===== src/rtl/mem_req_arbiter_if.sv =====
// Signal bundle around the instruction/data to shared-port arbiter.
// master = the arbiter's view; slave = the requesters plus the shared memory port.
interface mem_req_arbiter_if;
    logic        inst_req;
    logic [31:0] inst_addr;
    logic        inst_addr_ok;
    logic        inst_data_ok;
    logic [31:0] inst_rdata;

    logic        data_req;
    logic        data_wr;
    logic [1:0]  data_size;
    logic [3:0]  data_wstrb;
    logic [31:0] data_addr;
    logic [31:0] data_wdata;
    logic        data_addr_ok;
    logic        data_data_ok;
    logic [31:0] data_rdata;

    logic        bus_req;
    logic        bus_wr;
    logic [1:0]  bus_size;
    logic [3:0]  bus_wstrb;
    logic [31:0] bus_addr;
    logic [31:0] bus_wdata;
    logic        bus_addr_ok;
    logic        bus_data_ok;
    logic [31:0] bus_rdata;

    modport master (
        input  inst_req, inst_addr,
        output inst_addr_ok, inst_data_ok, inst_rdata,
        input  data_req, data_wr, data_size, data_wstrb, data_addr, data_wdata,
        output data_addr_ok, data_data_ok, data_rdata,
        output bus_req, bus_wr, bus_size, bus_wstrb, bus_addr, bus_wdata,
        input  bus_addr_ok, bus_data_ok, bus_rdata
    );

    modport slave (
        output inst_req, inst_addr,
        input  inst_addr_ok, inst_data_ok, inst_rdata,
        output data_req, data_wr, data_size, data_wstrb, data_addr, data_wdata,
        input  data_addr_ok, data_data_ok, data_rdata,
        input  bus_req, bus_wr, bus_size, bus_wstrb, bus_addr, bus_wdata,
        output bus_addr_ok, bus_data_ok, bus_rdata
    );
endinterface


===== src/rtl/mem_req_arbiter.sv =====
// Round-robin arbiter merging the fetch and load/store request ports onto one
// shared memory port, with at most one transaction outstanding at a time.
module mem_req_arbiter (
    input  logic              clk,
    input  logic              reset,
    mem_req_arbiter_if.master mem
);
    localparam logic [1:0] IDLE = 2'd0;
    localparam logic [1:0] ADDR = 2'd1;
    localparam logic [1:0] WAIT = 2'd2;

    localparam logic OWN_INST = 1'b0;
    localparam logic OWN_DATA = 1'b1;

    logic [1:0] state;
    logic       owner;
    logic       last_grant;

    logic winner;
    logic fwd_valid;
    logic fwd_sel;
    logic accept;
    logic done;

    // On a tie, the requester that did not win last time goes first.
    always_comb begin
        winner = mem.data_req ? OWN_DATA : OWN_INST;
        if (mem.inst_req && mem.data_req)
            winner = ~last_grant;
    end

    // Once a request is presented but not accepted, the owner is locked in ADDR.
    always_comb begin
        fwd_valid = 1'b0;
        fwd_sel   = owner;
        if (!reset) begin
            case (state)
                IDLE: begin
                    fwd_valid = mem.inst_req | mem.data_req;
                    fwd_sel   = winner;
                end
                ADDR:    fwd_valid = 1'b1;
                default: fwd_valid = 1'b0;
            endcase
        end
    end

    always_comb begin
        mem.bus_req   = 1'b0;
        mem.bus_wr    = 1'b0;
        mem.bus_size  = 2'b00;
        mem.bus_wstrb = 4'b0000;
        mem.bus_addr  = 32'h0;
        mem.bus_wdata = 32'h0;
        if (fwd_valid) begin
            mem.bus_req = 1'b1;
            if (fwd_sel == OWN_DATA) begin
                mem.bus_wr    = mem.data_wr;
                mem.bus_size  = mem.data_size;
                mem.bus_wstrb = mem.data_wstrb;
                mem.bus_addr  = mem.data_addr;
                mem.bus_wdata = mem.data_wdata;
            end else begin
                mem.bus_size = 2'b10;
                mem.bus_addr = mem.inst_addr;
            end
        end
    end

    // addr_ok is only meaningful while we drive bus_req; data_ok only in WAIT.
    assign accept = fwd_valid & mem.bus_addr_ok;
    assign done   = ~reset & (state == WAIT) & mem.bus_data_ok;

    assign mem.inst_addr_ok = accept & (fwd_sel == OWN_INST);
    assign mem.data_addr_ok = accept & (fwd_sel == OWN_DATA);
    assign mem.inst_data_ok = done & (owner == OWN_INST);
    assign mem.data_data_ok = done & (owner == OWN_DATA);
    assign mem.inst_rdata   = mem.bus_rdata;
    assign mem.data_rdata   = mem.bus_rdata;

    always_ff @(posedge clk or posedge reset) begin
        if (reset) begin
            state      <= IDLE;
            owner      <= OWN_INST;
            last_grant <= OWN_INST;
        end else begin
            case (state)
                IDLE: begin
                    if (fwd_valid) begin
                        owner <= winner;
                        if (mem.bus_addr_ok) begin
                            last_grant <= winner;
                            state      <= WAIT;
                        end else begin
                            state <= ADDR;
                        end
                    end
                end
                ADDR: begin
                    if (mem.bus_addr_ok) begin
                        last_grant <= owner;
                        state      <= WAIT;
                    end
                end
                WAIT: begin
                    if (mem.bus_data_ok)
                        state <= IDLE;
                end
                default: state <= IDLE;
            endcase
        end
    end
endmodule


===== src/flat_wrapper.sv =====
// flat-port wrapper written by rule: the top's interface ports become plain ports
module mem_req_arbiter_flat 
  (clk, reset, mem_inst_req, mem_inst_addr, mem_inst_addr_ok, mem_inst_data_ok, mem_inst_rdata, mem_data_req, mem_data_wr, mem_data_size, mem_data_wstrb, mem_data_addr, mem_data_wdata, mem_data_addr_ok, mem_data_data_ok, mem_data_rdata, mem_bus_req, mem_bus_wr, mem_bus_size, mem_bus_wstrb, mem_bus_addr, mem_bus_wdata, mem_bus_addr_ok, mem_bus_data_ok, mem_bus_rdata);
  mem_req_arbiter_if mem_i ();
  input  logic clk;
  input  logic reset;
  input wire logic [$bits(mem_i.inst_req)-1:0] mem_inst_req;
  input wire logic [$bits(mem_i.inst_addr)-1:0] mem_inst_addr;
  output wire logic [$bits(mem_i.inst_addr_ok)-1:0] mem_inst_addr_ok;
  output wire logic [$bits(mem_i.inst_data_ok)-1:0] mem_inst_data_ok;
  output wire logic [$bits(mem_i.inst_rdata)-1:0] mem_inst_rdata;
  input wire logic [$bits(mem_i.data_req)-1:0] mem_data_req;
  input wire logic [$bits(mem_i.data_wr)-1:0] mem_data_wr;
  input wire logic [$bits(mem_i.data_size)-1:0] mem_data_size;
  input wire logic [$bits(mem_i.data_wstrb)-1:0] mem_data_wstrb;
  input wire logic [$bits(mem_i.data_addr)-1:0] mem_data_addr;
  input wire logic [$bits(mem_i.data_wdata)-1:0] mem_data_wdata;
  output wire logic [$bits(mem_i.data_addr_ok)-1:0] mem_data_addr_ok;
  output wire logic [$bits(mem_i.data_data_ok)-1:0] mem_data_data_ok;
  output wire logic [$bits(mem_i.data_rdata)-1:0] mem_data_rdata;
  output wire logic [$bits(mem_i.bus_req)-1:0] mem_bus_req;
  output wire logic [$bits(mem_i.bus_wr)-1:0] mem_bus_wr;
  output wire logic [$bits(mem_i.bus_size)-1:0] mem_bus_size;
  output wire logic [$bits(mem_i.bus_wstrb)-1:0] mem_bus_wstrb;
  output wire logic [$bits(mem_i.bus_addr)-1:0] mem_bus_addr;
  output wire logic [$bits(mem_i.bus_wdata)-1:0] mem_bus_wdata;
  input wire logic [$bits(mem_i.bus_addr_ok)-1:0] mem_bus_addr_ok;
  input wire logic [$bits(mem_i.bus_data_ok)-1:0] mem_bus_data_ok;
  input wire logic [$bits(mem_i.bus_rdata)-1:0] mem_bus_rdata;
  assign mem_i.inst_req = mem_inst_req;
  assign mem_i.inst_addr = mem_inst_addr;
  assign mem_inst_addr_ok = mem_i.inst_addr_ok;
  assign mem_inst_data_ok = mem_i.inst_data_ok;
  assign mem_inst_rdata = mem_i.inst_rdata;
  assign mem_i.data_req = mem_data_req;
  assign mem_i.data_wr = mem_data_wr;
  assign mem_i.data_size = mem_data_size;
  assign mem_i.data_wstrb = mem_data_wstrb;
  assign mem_i.data_addr = mem_data_addr;
  assign mem_i.data_wdata = mem_data_wdata;
  assign mem_data_addr_ok = mem_i.data_addr_ok;
  assign mem_data_data_ok = mem_i.data_data_ok;
  assign mem_data_rdata = mem_i.data_rdata;
  assign mem_bus_req = mem_i.bus_req;
  assign mem_bus_wr = mem_i.bus_wr;
  assign mem_bus_size = mem_i.bus_size;
  assign mem_bus_wstrb = mem_i.bus_wstrb;
  assign mem_bus_addr = mem_i.bus_addr;
  assign mem_bus_wdata = mem_i.bus_wdata;
  assign mem_i.bus_addr_ok = mem_bus_addr_ok;
  assign mem_i.bus_data_ok = mem_bus_data_ok;
  assign mem_i.bus_rdata = mem_bus_rdata;
  mem_req_arbiter u_core (.clk(clk), .reset(reset), .mem(mem_i));
endmodule

===== config.mk =====
export PLATFORM = sky130hd
export DESIGN_NAME = mem_req_arbiter_flat
export DESIGN_NICKNAME = d
export VERILOG_FILES = /design/src/rtl/mem_req_arbiter_if.sv /design/src/rtl/mem_req_arbiter.sv /design/src/flat_wrapper.sv
export SDC_FILE = /design/constraint.sdc
export NUM_CORES = 1
export LEC_CHECK = 0
export BUFFER_PORTS_ARGS = -buffer_cell sky130_fd_sc_hd__buf_2
export CELL_PAD_IN_SITES_DETAIL_PLACEMENT = 1
export CELL_PAD_IN_SITES_GLOBAL_PLACEMENT = 2
export CORE_ASPECT_RATIO = 0.7
export CORE_MARGIN = 2
export CORE_UTILIZATION = 12
export CTS_CLUSTER_SIZE = 8
export DETAILED_ROUTE_END_ITERATION = 10
export GPL_ROUTABILITY_DRIVEN = 0
export PLACE_DENSITY = 0.84
export SETUP_SLACK_MARGIN = 0.02
export SYNTH_ARGS = -nofsm -noshare
export SYNTH_HDL_FRONTEND = slang
export SYNTH_SLANG_ARGS = --single-unit
export TNS_END_PERCENT = 5

===== constraint.sdc =====
create_clock -name clk -period 2.1 [get_ports clk]
set_clock_uncertainty 0.05 [all_clocks]
set_input_delay 0.42 -clock clk [delete_from_list [all_inputs] [get_ports clk]]
set_output_delay 0.42 -clock clk [all_outputs]
set_load 0.05 [all_outputs]

==> summary.md <==
| Metric | Value |
|---|---|
| Outcome | finished, violations left |
| Failing checks | negative setup slack |
| Final setup margin | -0.299 ns |
| Post-DRT Antenna Nets | 0 |
| Nets@finish | 516 |
| FMAX | 417 MHz |
| Wire length on met2 | 4050 um |
| Pre-CTS WS | -0.297 ns |
| Final HPWL from detailed placement | 6220 um |
| RSZ-0062 raised after global routing | yes |
| Yosys warns | 0 |
| Yosys top cell area share | 0.271 |
| Worst IR Drop VDD | 0.346 mV |
| Via Count | 2237 |
| DRC | 0 |
| Die Area | 0.0160 sq mm |
| Die W | 150 um |
| CP startpoint kind | register |
| Worst R2R Setup Slack | 0.47 ns |
| Reg-to-reg startpoint | u_core.state[0] |
| CTS tree | done |
| Die Height | 106 um |
| Starting Density | 0.123 |
| Drt first pass iters | 4 |
| Reg-to-Reg End | u_core.state[0] |
| Final setup vio count | 74 |
| Post-synthesis area per instance | 7.12 sq um |
| Wirelength per Cell | 14.5 um |
| IO Count | 281 |
| CP Max Fanout | 9 |
| #FFs+latches synth | 4 |
| Total gr overflow | 0 |
| Wire length on met3 | 547 um |
| WP data arrival | 1.93 ns |
| Synth-to-layout area growth | 64.4% |
| Relative slew slack | 0.763 |
| Metal-1 WL | 3610 um |
| LEAKAGE | 1.68 nW |
| Hold Vio Cnt, Final | 0 |
| GRT Resource Usage Total | 0.0921 |
| Synth top area cells | buf_4 27%, mux2i_1 18%, nand3_1 18% |
| Syn Std Cell Area | 0.00180 sq mm |
| Synth area leader | buf_4 |
| Fin util | 0.202 |
| WP data required | 1.63 ns |
| Port bufs | 184 |
| H-tree depth | 1 |
| Clock period minus worst slack | 2.40 ns |
| Unique masters post-synth | 28 |
| Core Rows | 37 |
| Reg2Reg Depth | 5 |
| HP Class | in -> async |
| Worst-margin pin slew | 0.355 ns |
| Vias in the first global route | 2249 |
| Total CTS buffers | 3 |
| CTS Root Cell | clkbuf_16 |
| Register clock-pin slew on the reported worst setup and hold paths | 0.03 ns |
| Max Buffers Root-to-Sink | 2 |
| Worst-Skew Late Latency | 0.22 ns |
| Initial drt markers | 76 |
| Largest net degree at the start of global routing | 43 |
| Post-synthesis sequential area ratio | 0.0556 |
| Core area | 0.0147 sq mm |
| CP Class | reg -> out |
| PD cells | 882 mW/mm^2 |
| First-pass GRT wire length | 11800 um |
| Mapped Nets | 394 |
| Pins Over Slew Limit | 0 |
| Crit end category | output pin |
| Vias/cell | 3.94 |
| Highest Signal Layer | met4 |
| Fraction of the cycle the final worst path needs | 1.14 |
| Cells after Synth | 253 |
| Routed wire length | 8220 um |
| Max-Cap Viols | 0 |
| Initial antenna violation count | 0 |
| # hold bufs at CTS | 0 |
| Clk sinks | 4 |
| Antenna fix cells | 0 |
| Share of layout cells above drive strength 1 | 0.611 |
[critical path, cell delays in order (launching register included)]
cell and delay (ns):
dfrtp_2 0.41, nor3_4 0.25, mux2i_4 0.30, buf_12 0.17, buf_16 0.15, mux2i_1 0.20, buf_4 0.22
[synthesized netlist by cell type, drive strengths merged]
cell type and n:
o21ai 3, nor4b 1, or3 1, o21a 1, and3 40, nor2 1, buf 79, dfrtp 4
inv 2, nor2b 1, o21ba 1, a21boi 1, a21oi 1, clkbuf 10, nand3 64, nor3 2
a22o 1, mux2 3, nand2b 2, nor4 1, mux2i 33, and2 1
[power breakdown]
group	internal, W	switching [W]
combinational	0.000859	0.00132
sequential	0.000101	0.0000384
clock	0.000243	0.0000475
[kinds of logic after synthesis]
group,synth area share
DFF,0.0556
buffers and inverters,0.345
AOI/OAI and AO/OA,0.0320
and+or+nand+nor,0.357
muxes,0.211
[layout make-up]
cell class	instances	area, sq um
repair buffers	205	1380
multi-input cells	159	1150
inverters	2	7.51
clock buffers	3	75.1
flip-flops and latches	4	101
well taps	195	244
fillers	1803	11700
[per-layer routing]
layer,vias up,track usage
met1,1079,0.120
met2,85,0.156
met4,0,0.00674
li1,1071,-
met3,2,0.0266
met5,-,0
[repair_timing]
item	in CTS	in global routing
gates cloned	2	2
setup buffers	3	0
pin swaps	2	2
setup endpoints to repair	74	74
gates resized for setup	49	13
[per-stage QoR]
stage	TNS [ns]	std cells	hold WS, ns	total power (W)	cell area (sq um)
2_1_floorplan	-20.35	253	0.136	0.00181	1820
3_3_place_gp	-15.28	558	0.447	0.00192	2590
3_5_place_dp	-17.52	558	0.458	0.00197	2590
4_1_cts	-22.53	566	0.230	0.00253	2870
5_1_grt	-26.08	568	0.238	0.00275	2960
6_report	-19.79	568	0.225	0.00261	2960
[layout by cell type, fill, tap and decap left out, types with 2 or more instances in the layout]
master and instances:
mux2i_1 28, buf_6 7, o21ai_0 3, mux2_2 2, buf_12 9, mux2_4 2, and3_4 2, buf_2 144
nand2b_1 2, and3_1 37, mux2i_4 2, clkbuf_16 5, dfrtp_1 3, mux2i_2 3, buf_4 41, inv_1 2
nand3_1 64
[how the worst max path moves through the flow]
stage / start / end
floorplan: u_core.state[0] / mem_bus_addr[11]
global placement: reset / mem_bus_addr[31]
detailed placement: reset / mem_bus_addr[25]
CTS: u_core.state[0] / mem_bus_addr[13]
global route: u_core.state[0] / mem_bus_addr[15]
finish: u_core.state[0] / mem_bus_addr[15]
[flip-flops by register name, indices dropped and copies added, names as in the netlist]
| register | cells |
|---|---|
| u_core.state | 2 |
| u_core.owner | 1 |
| u_core.last_grant | 1 |
Power figures use the tool's default switching activity.
